### src/rtl/max_sweep_ctrl.sv
// Sweep controller: issues a row-major grid of tiles to a PE array, counts
// returning results into the max registers, with abort and a result watchdog.
module max_sweep_ctrl #(
  parameter int NUM_TILE_ROWS = 4,
  parameter int NUM_TILE_COLS = 4,
  parameter int MAX_OUT       = 4,
  parameter int TIMEOUT       = 64,
  parameter int ROW_W         = 8,
  parameter int COL_W         = 8,
  parameter int CNT_W         = 8
) (
  input  logic             clk,
  input  logic             rst,
  input  logic             start,
  input  logic             abort,
  input  logic             tile_ready,
  output logic             tile_issue,
  output logic [ROW_W-1:0] tile_row,
  output logic [COL_W-1:0] tile_col,
  input  logic             res_valid,
  output logic             wr_en_max,
  output logic             clr_max,
  output logic             busy,
  output logic             done,
  output logic             err,
  output logic [CNT_W-1:0] tiles_done
);

  localparam int OUT_W = $clog2(MAX_OUT + 1);
  localparam int WD_W  = $clog2(TIMEOUT + 1);
  localparam logic [OUT_W-1:0] OUT_MAX  = OUT_W'(MAX_OUT);
  localparam logic [OUT_W-1:0] OUT_ONE  = OUT_W'(1);
  localparam logic [WD_W-1:0]  WD_LAST  = WD_W'(TIMEOUT - 1);
  localparam logic [ROW_W-1:0] LAST_ROW = ROW_W'(NUM_TILE_ROWS - 1);
  localparam logic [COL_W-1:0] LAST_COL = COL_W'(NUM_TILE_COLS - 1);

  typedef enum logic [1:0] {IDLE, CLEAR, RUN, DRAIN} state_t;

  state_t           state;
  logic [OUT_W-1:0] outstanding;
  logic [WD_W-1:0]  wdog;
  logic             sweeping;
  logic             res_err;
  logic             wd_fire;
  logic             last_tile;

  assign sweeping   = (state == RUN) || (state == DRAIN);
  assign tile_issue = !rst && (state == RUN) && tile_ready && (outstanding < OUT_MAX) && !abort;
  assign wr_en_max  = !rst && sweeping && res_valid && (outstanding != '0) && !abort;
  assign res_err    = res_valid && ((state == IDLE) || (state == CLEAR) || (outstanding == '0));
  // The watchdog fires on the edge where its count would reach TIMEOUT.
  assign wd_fire    = sweeping && !res_valid && (outstanding != '0) && (wdog == WD_LAST);
  assign last_tile  = (tile_row == LAST_ROW) && (tile_col == LAST_COL);
  assign busy       = (state != IDLE);

  always_ff @(posedge clk or posedge rst) begin
    if (rst) begin
      state       <= IDLE;
      outstanding <= '0;
      wdog        <= '0;
      tile_row    <= '0;
      tile_col    <= '0;
      tiles_done  <= '0;
      done        <= 1'b0;
      err         <= 1'b0;
      clr_max     <= 1'b0;
    end else begin
      done    <= 1'b0;
      clr_max <= 1'b0;
      if (res_err) err <= 1'b1;
      case (state)
        IDLE: begin
          if (start) begin
            state       <= CLEAR;
            clr_max     <= 1'b1;
            err         <= 1'b0;
            tiles_done  <= '0;
            tile_row    <= '0;
            tile_col    <= '0;
            outstanding <= '0;
            wdog        <= '0;
          end
        end
        CLEAR: begin
          state <= abort ? IDLE : RUN;
        end
        RUN, DRAIN: begin
          if (abort) begin
            state       <= IDLE;
            outstanding <= '0;
            wdog        <= '0;
          end else if (wd_fire) begin
            state       <= IDLE;
            err         <= 1'b1;
            outstanding <= '0;
            wdog        <= '0;
          end else begin
            wdog <= (res_valid || (outstanding == '0)) ? '0 : wdog + 1'b1;
            if (tile_issue && !wr_en_max)
              outstanding <= outstanding + 1'b1;
            else if (!tile_issue && wr_en_max)
              outstanding <= outstanding - 1'b1;
            if (wr_en_max && (tiles_done != '1))
              tiles_done <= tiles_done + 1'b1;
            // Coordinates stay on the final tile once the grid is exhausted.
            if (tile_issue) begin
              if (last_tile) begin
                state <= DRAIN;
              end else if (tile_col == LAST_COL) begin
                tile_col <= '0;
                tile_row <= tile_row + 1'b1;
              end else begin
                tile_col <= tile_col + 1'b1;
              end
            end
            if ((state == DRAIN) && wr_en_max && (outstanding == OUT_ONE)) begin
              state <= IDLE;
              done  <= 1'b1;
            end
          end
        end
        default: state <= IDLE;
      endcase
    end
  end

endmodule

### config.mk
export PLATFORM = sky130hd
export DESIGN_NAME = max_sweep_ctrl
export DESIGN_NICKNAME = d
export VERILOG_FILES = /design/src/rtl/max_sweep_ctrl.sv
export SDC_FILE = /design/constraint.sdc
export NUM_CORES = 1
export LEC_CHECK = 0
export BUFFER_PORTS_ARGS = -buffer_cell sky130_fd_sc_hd__buf_2
export CORE_MARGIN = 10
export CORE_UTILIZATION = 50
export DETAILED_ROUTE_END_ITERATION = 10
export PLACE_DENSITY = 0.72
export SLEW_MARGIN = 20
export SYNTH_ARGS = -nofsm -noshare
export SYNTH_HDL_FRONTEND = slang
export SYNTH_SLANG_ARGS = --single-unit
### constraint.sdc
create_clock -name clk -period 4.1 [get_ports clk]
set_clock_uncertainty 0.2 [all_clocks]
set_input_delay 0.82 -clock clk [delete_from_list [all_inputs] [get_ports clk]]
set_output_delay 0.82 -clock clk [all_outputs]
set_load 0.05 [all_outputs]
==> metrics.txt, run 1 <==
crit-path cells=inv_1 > ha_1 > nor2b_1 > nand4b_1 > inv_1 > buf_2; CP Launch Type=flop; WP data arrival=2.01 ns; syn_nets=259; relative slew slack=0.510; largest net degree at the start of global routing=22; min-delay src=wdog[1]; Worst Path Required=3.08 ns; Final setup viols=0; Final Hold Viols=0; IO buf count=35; GRT overflow=0; Distinct cells, synth=55; Worst Hold Path EP=wdog[1]; clock slew at reported path FFs=0.07 ns; slowest CP cell=nand4b_1; ys flop type=dfrtp_1; io pins=36; Wirelength per Cell=16.1 µm; fraction of registers with async set/reset=1.00; peak supply drop=0.292 mV; Global Route Usage Sum=0.145; drt via density=6.09; Initial DRC Count=114; Starting Density=0.522; Yosys reg bits=39; Max FO, Critical Path=11; yosys warns=0; Site Rows=24; LEAKAGE=1.21 nW; CTS tree=done; HPWL after DPL=4000 µm; Max Buffers Root-to-Sink=2; Least-Margin Pin Slew=0.735 ns; Final GP Congestion=0.850; top-area cell type share of the netlist area=0.424; Core Region=0.00441 mm²; most common cell in the netlist=dfrtp_1; vias in the first global route=1904; Crit Reg-Reg Startpoint=outstanding[0]; Die W=87.9 µm; area of the multi-input gates=0.00123 mm²; CTS root buf=clkbuf_8; clk sink count=39; Final ANT Viol Nets=0; Final Cycle Share=0.738; post-synth top area cell=dfrtp_1; post-layout minimum cycle time=3.03 ns; most frequent CP cell=inv_1; hold depth=2; worst min-delay path class=reg -> reg; proportion of layout cells with a drive suffix above 1=0.196; Setup CP Type=reg -> out; Reg-to-Reg End=outstanding[0]; Filler Cell Count=410; setup repair after global routing missed its margin=false; setup TNS=0 ns; most instantiated cells after synthesis=39 x dfrtp_1, 18 x o21ai_0, 17 x nand2_1; Detailed Route WL=5360 µm; cells after synthesis=244; CTS resizes=0; Die ar.=0.00772 mm²; die height=87.9 µm; endpoint kind of the worst setup timing path=output pin; Initial DRT Pass Iterations=4; htree depth=2; status=complete, no violations; Seq. cell area=976 µm²; initial antenna violation count=0; worst reg2reg setup slack=1.51 ns; Hold Buf Count CTS=0; fin nets=295; Synth Cell Area=0.00230 mm²; Pins Over Slew Limit=0; worst skew pair latency=0.30 ns; antenna cells=0; register area share after synthesis=0.424; WHS=0.321 ns; pwr dens=419 mW/mm²; largest cells by area after synthesis=dfrtp_1 42%, ha_1 4.9%, o21ai_0 3.9%, nand2_1 2.8%, nor2_1 2.3%; Max Cap Viol=0; Num CTS Buffers=5; # DRC=0; crit-path max cell delay=0.48 ns; Post-CTS Setup Bufs=0; global-route wire length before repair=9100 µm; Vias=2023; Avg Cell Area, Syn=9.44 µm²; area growth from synthesis to layout=13.2%; Max Clk Rate=330 MHz; number of enable flip-flop cells after synthesis=0; FF-to-FF path depth=8
[worst max-delay path by stage]
stage,startpoint,endpoint,cells after the start
after floorplan,abort,outstanding[0],7
after global placement,abort,wr_en_max,5
after detailed placement,abort,wr_en_max,5
after CTS,outstanding[0],wr_en_max,6
after global routing,outstanding[0],wr_en_max,6
final,outstanding[0],wr_en_max,6
[metrics by stage]
stage	util	setup slack [ns]	power, mW	std cells	instance area (µm²)
after global routing	0.590	0.893	1.15	332	2610
after floorplan	-	1.35	0.738	244	2300
after CTS	0.590	1.08	1.10	332	2610
final	0.590	1.07	1.09	332	2610
after detailed placement	0.570	1.24	0.833	325	2520
after global placement	0.570	1.26	0.826	325	2520
[worst max-delay path, delay by kind of cell (launching register included)]
family	cells	cell delay (ns)
simple gates	2	0.63
fa+ha+maj	1	0.19
buf+inv	3	0.50
flops	1	0.38
[layer usage]
layer	track usage	share of wire
met4	0.0478	0.011
met2	0.220	0.45
met5	0	0
met1	0.190	0.48
met3	0.0464	0.064
[cells by family after synthesis]
family | count (synthesis) | share of synthesized area
flops | 39 | 0.424
simple gates | 92 | 0.226
fa+ha+maj | 9 | 0.0489
mux | 4 | 0.0179
compound gates | 72 | 0.220
buf+inv | 22 | 0.0402
xor+xnor | 6 | 0.0228
[layout by cell type, fill, tap and decap left out, types with 2 or more instances in the layout]
master,instances
a21o_1,4
o21ai_1,2
nor4_1,5
buf_4,2
nand3_1,9
nor4b_1,2
a22o_1,4
a221o_1,2
mux2i_1,3
xor2_1,3
inv_1,12
nor2b_1,3
o21bai_1,2
nor3_1,9
a211oi_1,3
and3_1,3
xnor2_1,3
or4_1,7
clkbuf_8,6
or3_1,6
o31ai_1,7
o21a_1,3
o41ai_1,4
o21ai_2,2
nand4_1,6
a21oi_1,10
nor2_1,14
o211ai_1,2
ha_1,9
nand2b_1,2
dfrtp_1,39
buf_2,35
o21ai_0,18
nand2_1,17
[power breakdown]
part	switching, mW	internal [mW]	total, mW	leakage, nW
clock	0.134	0.132	0.266	0.0470
combinational	0.284	0.0965	0.381	0.630
sequential	0.0339	0.410	0.444	0.537
total	0.453	0.639	1.09	1.21
[state kept, by name, indices dropped and copies added, names as in the netlist]
name         flops
done             1
outstanding      3
err              1
tile_row         8
state            2
wdog             7
clr_max          1
tiles_done       8
tile_col         8
[area by class of cell]
cell class,instances,area share
Clock buffer,6,0.0317
Clock inverter,1,0.00192
Inverter,14,0.0202
Multi-Input combinational cell,183,0.474
Sequential cell,39,0.375
Tap cell,52,0.0250
Timing Repair Buffer,37,0.0730
No activity file was read; power rests on OpenSTA's default activity.
==> inputs of run 2 (changes only) <==
--- a/config.mk
+++ b/config.mk
@@ -5,11 +5,12 @@
 export SDC_FILE = /design/constraint.sdc
 export NUM_CORES = 1
 export LEC_CHECK = 0
+export ABC_AREA = 1
 export BUFFER_PORTS_ARGS = -buffer_cell sky130_fd_sc_hd__buf_2
 export CORE_MARGIN = 10
 export CORE_UTILIZATION = 50
 export DETAILED_ROUTE_END_ITERATION = 10
-export PLACE_DENSITY = 0.72
+export PLACE_DENSITY = 0.74
 export SLEW_MARGIN = 20
 export SYNTH_ARGS = -nofsm -noshare
 export SYNTH_HDL_FRONTEND = slang
==> constraint.sdc (replaced) <==
create_clock -name clk -period 2.45 [get_ports clk]
set_clock_uncertainty 0.2 [all_clocks]
set_input_delay 0.49 -clock clk [delete_from_list [all_inputs] [get_ports clk]]
set_output_delay 0.49 -clock clk [all_outputs]
set_load 0.05 [all_outputs]
==> run 2 against run 1 <==
  * Sequential cell count is the same
  * Non-clock buffer count up 1
  * Die area is 4.1% higher
  * Combinational power grew to 2.5 times the previous value
  * Synthesized cell count is 34% higher
  * Highest routed layer unchanged
  * Largest cell class unchanged
  * Critical endpoint unchanged
  * Largest power group is now combinational logic
  * Clock power is 58% higher
  * Critical path type unchanged
==> metrics.txt, run 2 <==
status=complete, no violations; cells after synthesis=326; endpoint kind of the worst setup timing path=output pin; Comb power frac=0.436; commonest non-fill, non-tap cells in the layout=92 x nand2_1, 52 x nor2_1, 39 x dfrtp_1; setup TNS=0 ns; Vias=2162; Int Pwr=1.17 mW; Post-Synth XOR/XNOR Area=0.0397; placed cell count=427; LEAKAGE=1.44 nW; Site Rows=25; Max Buffers Root-to-Sink=2; # DRC=0; Global Route Usage Sum=0.138; Avg Cell Area, Syn=7.44 µm²; peak supply drop=0.411 mV; fin cells=435; post-layout minimum cycle time=2.30 ns; CTS resizes=0; GRT overflow=0; pwr dens=799 mW/mm²; most common cell in the netlist=nand2_1; Synth Area in Compound Gates=0.0764; Core Region=0.00472 mm²; M1 WL=2500 µm; ys flop type=dfrtp_1; fraction of registers with async set/reset=1.00; Least-Margin Pin Slew=0.506 ns; Worst Path Required=1.76 ns; initial antenna violation count=0; HPWL after DPL=3850 µm; Seq pwr share=0.374; clock share of power=0.190; top-area cell type share of the netlist area=0.402; Max Cap Viol=0; io pins=36; Hold Buf Count CTS=0; worst skew pair latency=0.29 ns; Yosys reg bits=39; syn_nets=341; global-route wire length before repair=8930 µm; relative slew slack=0.662; fin nets=382; Initial DRT Pass Iterations=5; Psw=1.04 mW; IO buf count=35; Die W=89.6 µm; Seq. cell area=976 µm²; Final setup viols=0; WP data arrival=1.61 ns; CTS root buf=clkbuf_8; Wirelength per Cell=12.1 µm; Final Hold Viols=0; largest net degree at the start of global routing=40; Final GP Congestion=0.819; register area share after synthesis=0.402; proportion of layout cells with a drive suffix above 1=0.190; area of the multi-input gates=0.00131 mm²; Max FO, Critical Path=4; commonest non-fill, non-tap cell in the layout=nand2_1; Pins Over Slew Limit=0; most instantiated cells after synthesis=92 x nand2_1, 52 x nor2_1, 39 x dfrtp_1; antenna cells=0; DP Worst Slack=0.377 ns; clk sink count=39; Switching Share=0.470; mux share of post-synthesis cell area=0; PnR worst setup slack=0.152 ns; worst min-delay path class=in -> async; setup repair after global routing missed its margin=false; main combinational cell family by area after synthesis=simple AND/OR/NAND/NOR gates; Top Registers=tile_col (8), tile_row (8), tiles_done (8); Top Metal Used=met4; Filler Cell Count=441; CTS tree=done; Setup CP Type=reg -> out; die height=89.6 µm; Simple-Gate Fraction of Synth Area=0.377; area growth from synthesis to layout=13.9%; number of enable flip-flop cells after synthesis=0; Max Clk Rate=435 MHz; largest cells by area after synthesis=dfrtp_1 40%, nand2_1 14%, nor2_1 8.0%, nand3_1 7.0%, ha_1 4.6%; post-synthesis adder-cell area fraction=0.0464; CP Launch Type=flop; Synth Cell Area=0.00242 mm²; Final Core Density=0.585; drt via density=4.97; clock slew at reported path FFs=0.08 ns; Starting Density=0.513; yosys warns=0; Post-CTS Setup Bufs=0; Final ANT Viol Nets=0; htree depth=2; Initial DRC Count=138; metal3 WL=261 µm; vias in the first global route=2047; Detailed Route WL=5260 µm; Distinct cells, synth=31; Die ar.=0.00804 mm²; post-synth top area cell=dfrtp_1; Final Cycle Share=0.938; WL met2=2430 µm; Num CTS Buffers=5
[run 2: changes by cell type after synthesis, moves of 7 or more]
cell	delta
nand2_1	+75
nor2_1	+38
nand3_1	+25
inv_1	+15
o21ai_0	-11
o21ai_2	+7
o31ai_1	-7
or4_1	-7
[run 2: area by class of cell]
| type | count | share of cell area |
|---|---|---|
| Multi-Input combinational cell | 252 | 0.473 |
| Sequential cell | 39 | 0.353 |
| Timing Repair Buffer | 38 | 0.0716 |
| Inverter | 31 | 0.0421 |
| Tap cell | 67 | 0.0303 |
| Clock buffer | 7 | 0.0276 |
| Clock inverter | 1 | 0.00181 |
[run 2: metal layers]
layer  vias to the layer above  track usage
met3                         6       0.0334
met4                         0       0.0506
met1                       990        0.167
met2                        41        0.234
li1                       1125            -
met5                         -            0
[run 2: worst paths after layout]
| check | from | endpoint | slack, ns | depth (start not counted) |
|---|---|---|---|---|
| min reg2reg | wdog[6] | wdog[6] | 0.29 | 2 |
| max reg2reg | outstanding[0] | outstanding[2] | 0.46 | 11 |
| max in group asynchronous | rst | err | 1.55 | 3 |
| max | outstanding[0] | wr_en_max | 0.15 | 8 |
| min in group clk | wdog[6] | wdog[6] | 0.29 | 2 |
| min | rst | tiles_done[5] | 0.15 | 3 |
[run 2: critical path: stages, from the launching register on]
cell	delay [ns]
dfrtp_1	0.40
inv_1	0.09
ha_1	0.19
inv_1	0.05
nor2_1	0.05
nor2_1	0.12
nand2_1	0.10
inv_2	0.07
buf_2	0.26
[run 2: power by group through the flow]
stage	clock [mW]	combinational, mW	sequential, mW
2_1_floorplan	0	0.616	0.965
3_3_place_gp	0	0.963	0.832
3_5_place_dp	0	0.966	0.837
4_1_cts	0.435	0.969	0.824
5_1_grt	0.457	1.06	0.839
6_report	0.420	0.961	0.826
[run 2: through the flow]
step / power (mW) / hold slack (ns) / cell area [µm²]
after floorplan: 1.58 / 0.260 / 2420
after global placement: 1.79 / 0.277 / 2680
after detailed placement: 1.80 / 0.287 / 2680
after CTS: 2.23 / 0.165 / 2760
after global routing: 2.36 / 0.195 / 2760
final: 2.21 / 0.151 / 2760
[run 2: logic make-up (layout without fill, tap and decap cells)]
family,count (synthesis),after routing
flops,39,39
fa+ha+maj,9,9
buf+inv,35,77
simple gates,205,205
compound gates,27,27
xor+xnor,11,11
